**src/rtl/hazard_pkg.sv**
```systemverilog
// rtl/hazard_pkg.sv - shared types and encodings for the pipeline hazard controller
package hazard_pkg;

  typedef enum logic {
    RUN      = 1'b0,
    MEM_WAIT = 1'b1
  } fsm_t;

  localparam logic [1:0] FWD_RF  = 2'b00;
  localparam logic [1:0] FWD_WB  = 2'b01;
  localparam logic [1:0] FWD_MEM = 2'b10;

  localparam logic [1:0] RES_SRC_LOAD = 2'b01;

endpackage

```
**src/rtl/fwd_sel.sv**
```systemverilog
// rtl/fwd_sel.sv - operand forwarding priority selector, Memory stage over Writeback
module fwd_sel
  import hazard_pkg::*;
#(
  parameter int ADDR_W = 5
) (
  input  logic [ADDR_W-1:0] rs,
  input  logic [ADDR_W-1:0] rd_m,
  input  logic              reg_write_m,
  input  logic [ADDR_W-1:0] rd_w,
  input  logic              reg_write_w,
  output logic [1:0]        fwd
);

  // x0 is hardwired to zero, so a write to it is never forwarded.
  always_comb begin
    fwd = FWD_RF;
    if (reg_write_m && (rd_m != '0) && (rd_m == rs)) begin
      fwd = FWD_MEM;
    end else if (reg_write_w && (rd_w != '0) && (rd_w == rs)) begin
      fwd = FWD_WB;
    end
  end

endmodule

```
**src/rtl/hazard_ctrl_p.sv**
```systemverilog
// rtl/hazard_ctrl_p.sv - stall/flush/forward control and data-memory wait sequencing
module hazard_ctrl_p
  import hazard_pkg::*;
#(
  parameter int CNT_WIDTH = 32,
  parameter int TIMEOUT   = 256,
  parameter int ADDR_W    = 5
) (
  input  logic                 clk,
  input  logic                 rst,
  input  logic [ADDR_W-1:0]    rs1_d,
  input  logic [ADDR_W-1:0]    rs2_d,
  input  logic [ADDR_W-1:0]    rs1_e,
  input  logic [ADDR_W-1:0]    rs2_e,
  input  logic [ADDR_W-1:0]    rd_e,
  input  logic [ADDR_W-1:0]    rd_m,
  input  logic [ADDR_W-1:0]    rd_w,
  input  logic [1:0]           result_src_e,
  input  logic                 reg_write_m,
  input  logic                 reg_write_w,
  input  logic                 pc_src_e,
  input  logic                 dmem_req_m,
  input  logic                 dmem_ready,
  output logic                 stall_f,
  output logic                 stall_d,
  output logic                 stall_e,
  output logic                 stall_m,
  output logic                 flush_d,
  output logic                 flush_e,
  output logic                 flush_w,
  output logic [1:0]           forward_a_e,
  output logic [1:0]           forward_b_e,
  output logic [CNT_WIDTH-1:0] stall_cnt,
  output logic [CNT_WIDTH-1:0] flush_cnt,
  output logic                 mem_timeout
);

  localparam int WC_W = $clog2(TIMEOUT + 1);

  fsm_t            state, state_nxt;
  logic [WC_W-1:0] wait_cnt, wait_cnt_nxt;
  logic            freeze;
  logic            load_use;
  logic            branch_flush;
  logic            timeout_hit;
  logic [1:0]      fwd_a, fwd_b;

  fwd_sel #(.ADDR_W(ADDR_W)) u_fwd_a (
    .rs          (rs1_e),
    .rd_m        (rd_m),
    .reg_write_m (reg_write_m),
    .rd_w        (rd_w),
    .reg_write_w (reg_write_w),
    .fwd         (fwd_a)
  );

  fwd_sel #(.ADDR_W(ADDR_W)) u_fwd_b (
    .rs          (rs2_e),
    .rd_m        (rd_m),
    .reg_write_m (reg_write_m),
    .rd_w        (rd_w),
    .reg_write_w (reg_write_w),
    .fwd         (fwd_b)
  );

  always_ff @(posedge clk or negedge rst) begin
    if (!rst) begin
      state       <= RUN;
      wait_cnt    <= '0;
      stall_cnt   <= '0;
      flush_cnt   <= '0;
      mem_timeout <= 1'b0;
    end else begin
      state    <= state_nxt;
      wait_cnt <= wait_cnt_nxt;
      if (stall_f && (stall_cnt != '1)) begin
        stall_cnt <= stall_cnt + CNT_WIDTH'(1);
      end
      if (branch_flush && (flush_cnt != '1)) begin
        flush_cnt <= flush_cnt + CNT_WIDTH'(1);
      end
      if (timeout_hit) begin
        mem_timeout <= 1'b1;
      end
    end
  end

  // Everything is held low while reset is asserted, even with a request pending.
  always_comb begin
    state_nxt    = state;
    wait_cnt_nxt = '0;
    freeze       = 1'b0;
    timeout_hit  = 1'b0;
    load_use     = 1'b0;
    branch_flush = 1'b0;
    stall_f      = 1'b0;
    stall_d      = 1'b0;
    stall_e      = 1'b0;
    stall_m      = 1'b0;
    flush_d      = 1'b0;
    flush_e      = 1'b0;
    flush_w      = 1'b0;
    forward_a_e  = FWD_RF;
    forward_b_e  = FWD_RF;

    if (rst) begin
      case (state)
        RUN: begin
          if (dmem_req_m && !dmem_ready) begin
            freeze    = 1'b1;
            state_nxt = MEM_WAIT;
          end
        end
        MEM_WAIT: begin
          if (dmem_ready) begin
            state_nxt = RUN;
          end else begin
            freeze       = 1'b1;
            wait_cnt_nxt = (wait_cnt == WC_W'(TIMEOUT)) ? wait_cnt : wait_cnt + WC_W'(1);
            timeout_hit  = (wait_cnt == WC_W'(TIMEOUT - 1));
          end
        end
        default: state_nxt = RUN;
      endcase

      load_use = (result_src_e == RES_SRC_LOAD) && (rd_e != '0) &&
                 ((rd_e == rs1_d) || (rd_e == rs2_d));
      branch_flush = pc_src_e && !freeze;

      if (freeze) begin
        stall_f = 1'b1;
        stall_d = 1'b1;
        stall_e = 1'b1;
        stall_m = 1'b1;
        flush_w = 1'b1;
      end else if (pc_src_e) begin
        // Younger instructions are discarded, so a coincident load-use stall is moot.
        flush_d = 1'b1;
        flush_e = 1'b1;
      end else if (load_use) begin
        stall_f = 1'b1;
        stall_d = 1'b1;
        flush_e = 1'b1;
      end

      forward_a_e = fwd_a;
      forward_b_e = fwd_b;
    end
  end

endmodule

```
**config.mk**
```make
export PLATFORM = sky130hd
export DESIGN_NAME = hazard_ctrl_p
export DESIGN_NICKNAME = d
export VERILOG_FILES = /design/src/rtl/hazard_pkg.sv /design/src/rtl/fwd_sel.sv /design/src/rtl/hazard_ctrl_p.sv
export SDC_FILE = /design/constraint.sdc
export NUM_CORES = 1
export LEC_CHECK = 0
export CORE_MARGIN = 5
export CORE_UTILIZATION = 48
export DETAILED_ROUTE_END_ITERATION = 7
export PLACE_DENSITY = 0.83
export REMOVE_ABC_BUFFERS = 1
export SETUP_SLACK_MARGIN = 0.1
export SYNTH_ARGS = -nofsm -noshare
export SYNTH_HDL_FRONTEND = slang
export SYNTH_SLANG_ARGS = --single-unit
```
**constraint.sdc**
```tcl
create_clock -name clk -period 2.45 [get_ports clk]
set_input_delay 0.3675 -clock clk [delete_from_list [all_inputs] [get_ports clk]]
set_output_delay 0.3675 -clock clk [all_outputs]
set_load 0.01 [all_outputs]
```
### Word-level counts from Yosys, hierarchy flattened

Index checks and enable logic that the tools add are counted.

* output and inout port bits: 76
* logic and storage cells: 69
* input bits: 44
* flip-flop bits (word level): 75

* bitwise operators: 1
* $add $sub $neg: 3
* multiplexer cells: 30
* reductions and logical operators: 18
* equality and inequality tests: 12

Operators with widths (count)
* adder 32 x 1 -> 32 bit, second input constant: 2
* != test 32 bit, second input constant: 2
* 2-to-1 mux 9 bit: 4
* == test 5 bit: 6
* 2-to-1 mux 1 bit: 21
* nonzero test 5 bit: 3
* logical AND 1 bit: 12
* adder 9 x 1 -> 9 bit, second input constant: 1
* == test 9 x 8 -> 1 bit, second input constant: 1
* == test 9 bit, second input constant: 1
* 2-to-1 mux 2 bit: 4
* != test 4 bit, second input constant: 1
* == test 2 x 1 -> 1 bit, second input constant: 1
* zero test 1 bit: 2
* case mux 1 bit (2 select lines): 1
* logical OR 1 bit: 1
* NOT 1 bit: 1

### Logic depth before layout (Yosys ltp)

* depth after elaboration: 9
* depth in mapped cells: 8
* gate-level depth less buffers: 7

### By module

From an unflattened synthesis, not the netlist that was laid out.

* cell total of the unflattened synthesis: 396
* area, all modules: 4093.9 um2

Modules (own cells, without submodules)
* hazard_ctrl_p: cells each 356, area an instance 3791.1 um2, sequential area each 1876.8 um2, instances 1
* fwd_sel: cells each 20, area an instance 151.4 um2, sequential area each 0.0 um2, instances 2

### Worst setup path after synthesis

No wires, ideal clock.

* path type: input port to output port
* start: input rd_e[1]
* end: output stall_f
* stages on the path: 7
* arrival time: 1736 ps
* required time: 2082 ps
* path buffers: 2
* setup slack: 347 ps
* path through: or4_1 > o21ai_1 > or3b_1 > o21ba_2 > buf_2 > inv_1 > buf_4

* word-level cells in the longest chain between the ends: 7

RTL lines
* start: declaration: line hazard_ctrl_p.sv:15 `input logic [ADDR_W-1:0] rd_e,`
* == test 5 bit / nonzero test 5 bit (equally long branches): line hazard_ctrl_p.sv:127, hazard_ctrl_p.sv:126
* logical OR 1 bit / logical AND 1 bit (equally long branches): line hazard_ctrl_p.sv:127, hazard_ctrl_p.sv:126
* logical AND 1 bit *: line hazard_ctrl_p.sv:126 `load_use = (result_src_e == RES_SRC_LOAD) && (rd_e != '0) &&`
* 2-to-1 mux 1 bit * (4 in a row)
* end: declaration: line hazard_ctrl_p.sv:24 `output logic stall_f,`

Mark *: on every way between the ends. The rest lies on a longest branch, timed or not.

### Worst setup path after layout

* start: input rd_m[2]
* end: output forward_b_e[0]

* word-level cells in the longest chain between the ends: 5

RTL lines
* start: declaration: line hazard_ctrl_p.sv:16 `input logic [ADDR_W-1:0] rd_m,`
* nonzero test 5 bit: line fwd_sel.sv:18 `if (reg_write_m && (rd_m != '0) && (rd_m == rs)) begin`
* logical AND 1 bit: line fwd_sel.sv:18
* logical AND 1 bit *: line fwd_sel.sv:18
* 2-to-1 mux 2 bit *: line fwd_sel.sv:18
* 2-to-1 mux 2 bit *: line hazard_ctrl_p.sv:106 `if (rst) begin`
* end: declaration: line hazard_ctrl_p.sv:32 `output logic [1:0] forward_b_e,`

Marked as above.

==> results by group <==
Timing
  • Clock period minus final worst setup slack: 2.318 ns
  • Minimum hold slack: 0.08086 ns
  • Relative slew slack: 0.6301
  • Setup repair after global routing missed its margin: false
  • Final worst setup slack: 0.1320 ns
  • Final critical-path share of the clock period: 0.9461
  • Clock skew: 0.01001 ns
  • Endpoints failing setup: 0
  • Number of endpoints with negative hold slack in the final report: 0
  • Maximum clock rate: 0.4314 GHz
  • Transition time at the pin with the least slew margin: 0.5548 ns
  • Number of max-slew violations in the final report: 0

Cells and area
  • Post-route insts no fill: 662
  • Area delta synth->final: 42.92%
  • Fraction of layout cells with a size suffix above 1: 0.1475
  • Count of filler cells inserted in the layout: 625
  • Register area: 1877 um2
  • Area of the multi-input gates: 2156 um2
  • Nets: 600

Setup path
  • Launching point of the worst reg2reg path: stall_cnt[4]
  • Nature of the critical path startpoint: input pin
  • Required time of the worst setup path: 2.08 ns
  • Family with the most delay on the worst path: simple AND/OR/NAND/NOR gates
  • Crit. Startpoint: rd_m[2]
  • CP max-delay cell: sky130_fd_sc_hd__or4_4
  • Number of buffer and inverter stages on the critical path: 2
  • Worst-path fanout max: 2
  • Arrival time at the worst endpoint: 1.95 ns
  • Critical Path End Type: output pin
  • Crit path kind: input pin to output pin
  • Critical-path cell list: clkdlybuf4s50_1 > or4_4 > o21ai_4 > nor4_2 > nor4_1 > buf_2
  • Highest cell delay on the worst timing path: 0.56 ns

Clock tree
  • Clock H-tree levels: 3
  • Clock root buffer: sky130_fd_sc_hd__clkbuf_8
  • Post-CTS Hold Fix Bufs: 0
  • Clk Latency, worst-skew pair: 0.34 ns
  • Number of buffers added by the clock tree synthesis step: 9
  • CTS tree: yes
  • Number of sinks driven by the clock tree: 75
  • Clock edge transition at the registers on the reported setup and hold paths: 0.08 ns
  • Clock Tree Buf Depth: 2

Synth
  • Post-Synthesis Mean Instance Area: 10.31 um2
  • Asr flop ratio synth: 1.000
  • Sequential area share after synthesis: 0.4596
  • Post-Syn Instances: 396
  • Yosys reg bits: 75
  • Cell accounting for the most synthesized area: sky130_fd_sc_hd__dfrtp_1
  • Top FF cell, synth: sky130_fd_sc_hd__dfrtp_1
  • Cell area after synthesis: 4084 um2
  • Unique masters post-synth: 49
  • Top area cells in the synthesized netlist: sky130_fd_sc_hd__dfrtp_1 (46%), sky130_fd_sc_hd__xor2_1 (14%), sky130_fd_sc_hd__xnor2_1 (6.6%)
  • EDFF count, synth: 0
  • Portion of synthesized cell area occupied by the leading cell type: 0.4596
  • Synth warnings: 0

Routing
  • Number of detailed-route iterations in the first pass: 6
  • Routed wire length: 10350 um
  • Post-DRT Antenna Nets: 0
  • Detail-routed net length per standard cell: 15.64 um
  • Total via count in the routed design: 3453
  • DRC errors left: 0
  • Detail-routed via count per cell: 5.216
  • DRC violation total after the first TritonRoute iteration: 137

Floorplanning
  • Die height: 102.2 um
  • Total core area: 8258 um2
  • Initial Util: 0.4945
  • Die W: 102.2 um
  • Number of top-level design ports: 120
  • Number of core rows: 33
  • Overall die area: 10450 um2

Place
  • Inst Count DP: 642
  • Detailed-placement wirelength estimate: 8006 um
  • Setup slack at placement: -0.4841 ns
  • Number of port buffers: 119
  • Final estimated routing congestion in global placement: 0.8705

Global routing
  • Number of antenna violations at the first check in global routing: 1
  • Met3 Usage GRT: 0.04096
  • Global routing usage on met1: 0.2498
  • Maximum number of pins on one net before global-route repair: 44
  • Global-route congestion overflow total: 0
  • Most Crowded Layer GR: met2
  • Routing usage on met2: 0.3548
  • Via count of the first global-routing pass: 3518
  • Global-route wire length before repair: 16950 um
  • Total GRT Usage: 0.2035

Flow run
  • Count of max-cap constraint violations: 0

Power and ir drop
  • Lkg Pwr: 2.658 nW
  • Total design power: 3.078 mW
  • Cell area power density: 527.3 nW/um2
  • Peak supply drop: 0.4145 mV

Status
  • Run status: complete, no violations

Worst hold path
  • Min-delay worst type: input pin to asynchronous set/reset pin
==> layout by cell type, fill, tap and decap left out, types with 6 or more instances in the layout <==
| master | n |
|---|---|
| sky130_fd_sc_hd__clkdlybuf4s50_1 | 101 |
| sky130_fd_sc_hd__dfrtp_1 | 75 |
| sky130_fd_sc_hd__xor2_1 | 65 |
| sky130_fd_sc_hd__buf_4 | 34 |
| sky130_fd_sc_hd__xnor2_1 | 31 |
| sky130_fd_sc_hd__nand3_1 | 29 |
| sky130_fd_sc_hd__nor2_1 | 28 |
| sky130_fd_sc_hd__nand2_1 | 28 |
| sky130_fd_sc_hd__nor3_1 | 17 |
| sky130_fd_sc_hd__nand4_1 | 16 |
| sky130_fd_sc_hd__inv_1 | 11 |
| sky130_fd_sc_hd__and4_1 | 10 |
| sky130_fd_sc_hd__clkbuf_8 | 10 |
| sky130_fd_sc_hd__nor4_1 | 8 |
| sky130_fd_sc_hd__dlygate4sd2_1 | 7 |
| sky130_fd_sc_hd__and2_1 | 6 |
==> final timing paths <==
check	cells past startpoint	slack, ns	end
max in group asynchronous	3	1.82	flush_cnt[1]
max	6	0.13	forward_b_e[0]
min in group clk	1	0.46	mem_timeout
min	3	0.08	mem_timeout
max reg2reg	7	0.27	stall_cnt[10]
min reg2reg	1	0.46	mem_timeout
==> timing repair <==
item                       in CTS  in global routing
setup buffers                   0                  3
resized for setup              40                  9
hold endpoints to repair        0                  0
pin swaps                      10                  3
setup endpoints to repair       7                 15
==> synth_stat cells, drive strengths merged, types with 6 or more instances <==
cell / number
buf: 8
xnor2: 31
nor2: 29
nand2: 28
inv: 11
and2: 6
xor2: 65
and4: 10
dfrtp: 75
nand4: 18
nor4: 12
nor3: 21
nand3: 30
==> worst min-delay path, stage by stage <==
cell and delay, ns:
sky130_fd_sc_hd__buf_4 0.10, sky130_fd_sc_hd__buf_4 0.12, sky130_fd_sc_hd__buf_4 0.18
==> routing by layer <==
layer,share of wire,vias up
met5,0,-
met4,0.024,0
met3,0.043,16
met2,0.52,75
met1,0.41,1666
li1,-,1696
==> power by group <==
part           total, mW  internal [mW]  switching (mW)  leakage, nW
sequential          1.46           1.33           0.129         1.00
combinational      0.664          0.378           0.286         1.56
clock              0.953          0.498           0.455        0.102
total               3.08           2.21           0.871         2.66
==> per-stage QoR <==
stage          area [um2]  TNS [ns]    util
2_1_floorplan        4020         0       -
3_3_place_gp         5585    -3.272  0.6764
3_5_place_dp         5585    -5.828  0.6764
4_1_cts              5796         0  0.7018
5_1_grt              5837         0  0.7068
6_report             5837         0  0.7068
==> state kept, by name (all words and copies together) (netlist names) <==
name         flops
mem_timeout      1
state            1
flush_cnt       32
stall_cnt       32
wait_cnt         9
==> cell type report <==
| cell class | instances | share of cell area |
|---|---|---|
| multi-input cells | 301 | 0.3693 |
| flip-flops and latches | 75 | 0.3215 |
| repair buffers | 153 | 0.2444 |
| clock buffers | 10 | 0.02358 |
| well taps | 105 | 0.02251 |
| clock inverters | 6 | 0.01115 |
| inverters | 11 | 0.007074 |
| diodes | 1 | 0.0004287 |
==> cell families after synthesis <==
family / share of synthesized area
adders and majority gates: 0.01532
AOI/OAI and AO/OA: 0.02512
buffers and inverters: 0.02573
and+or+nand+nor: 0.2567
muxes: 0.01164
DFF: 0.4596
xor gates and xnor gates: 0.2059
Power figures use the tool's default switching activity.
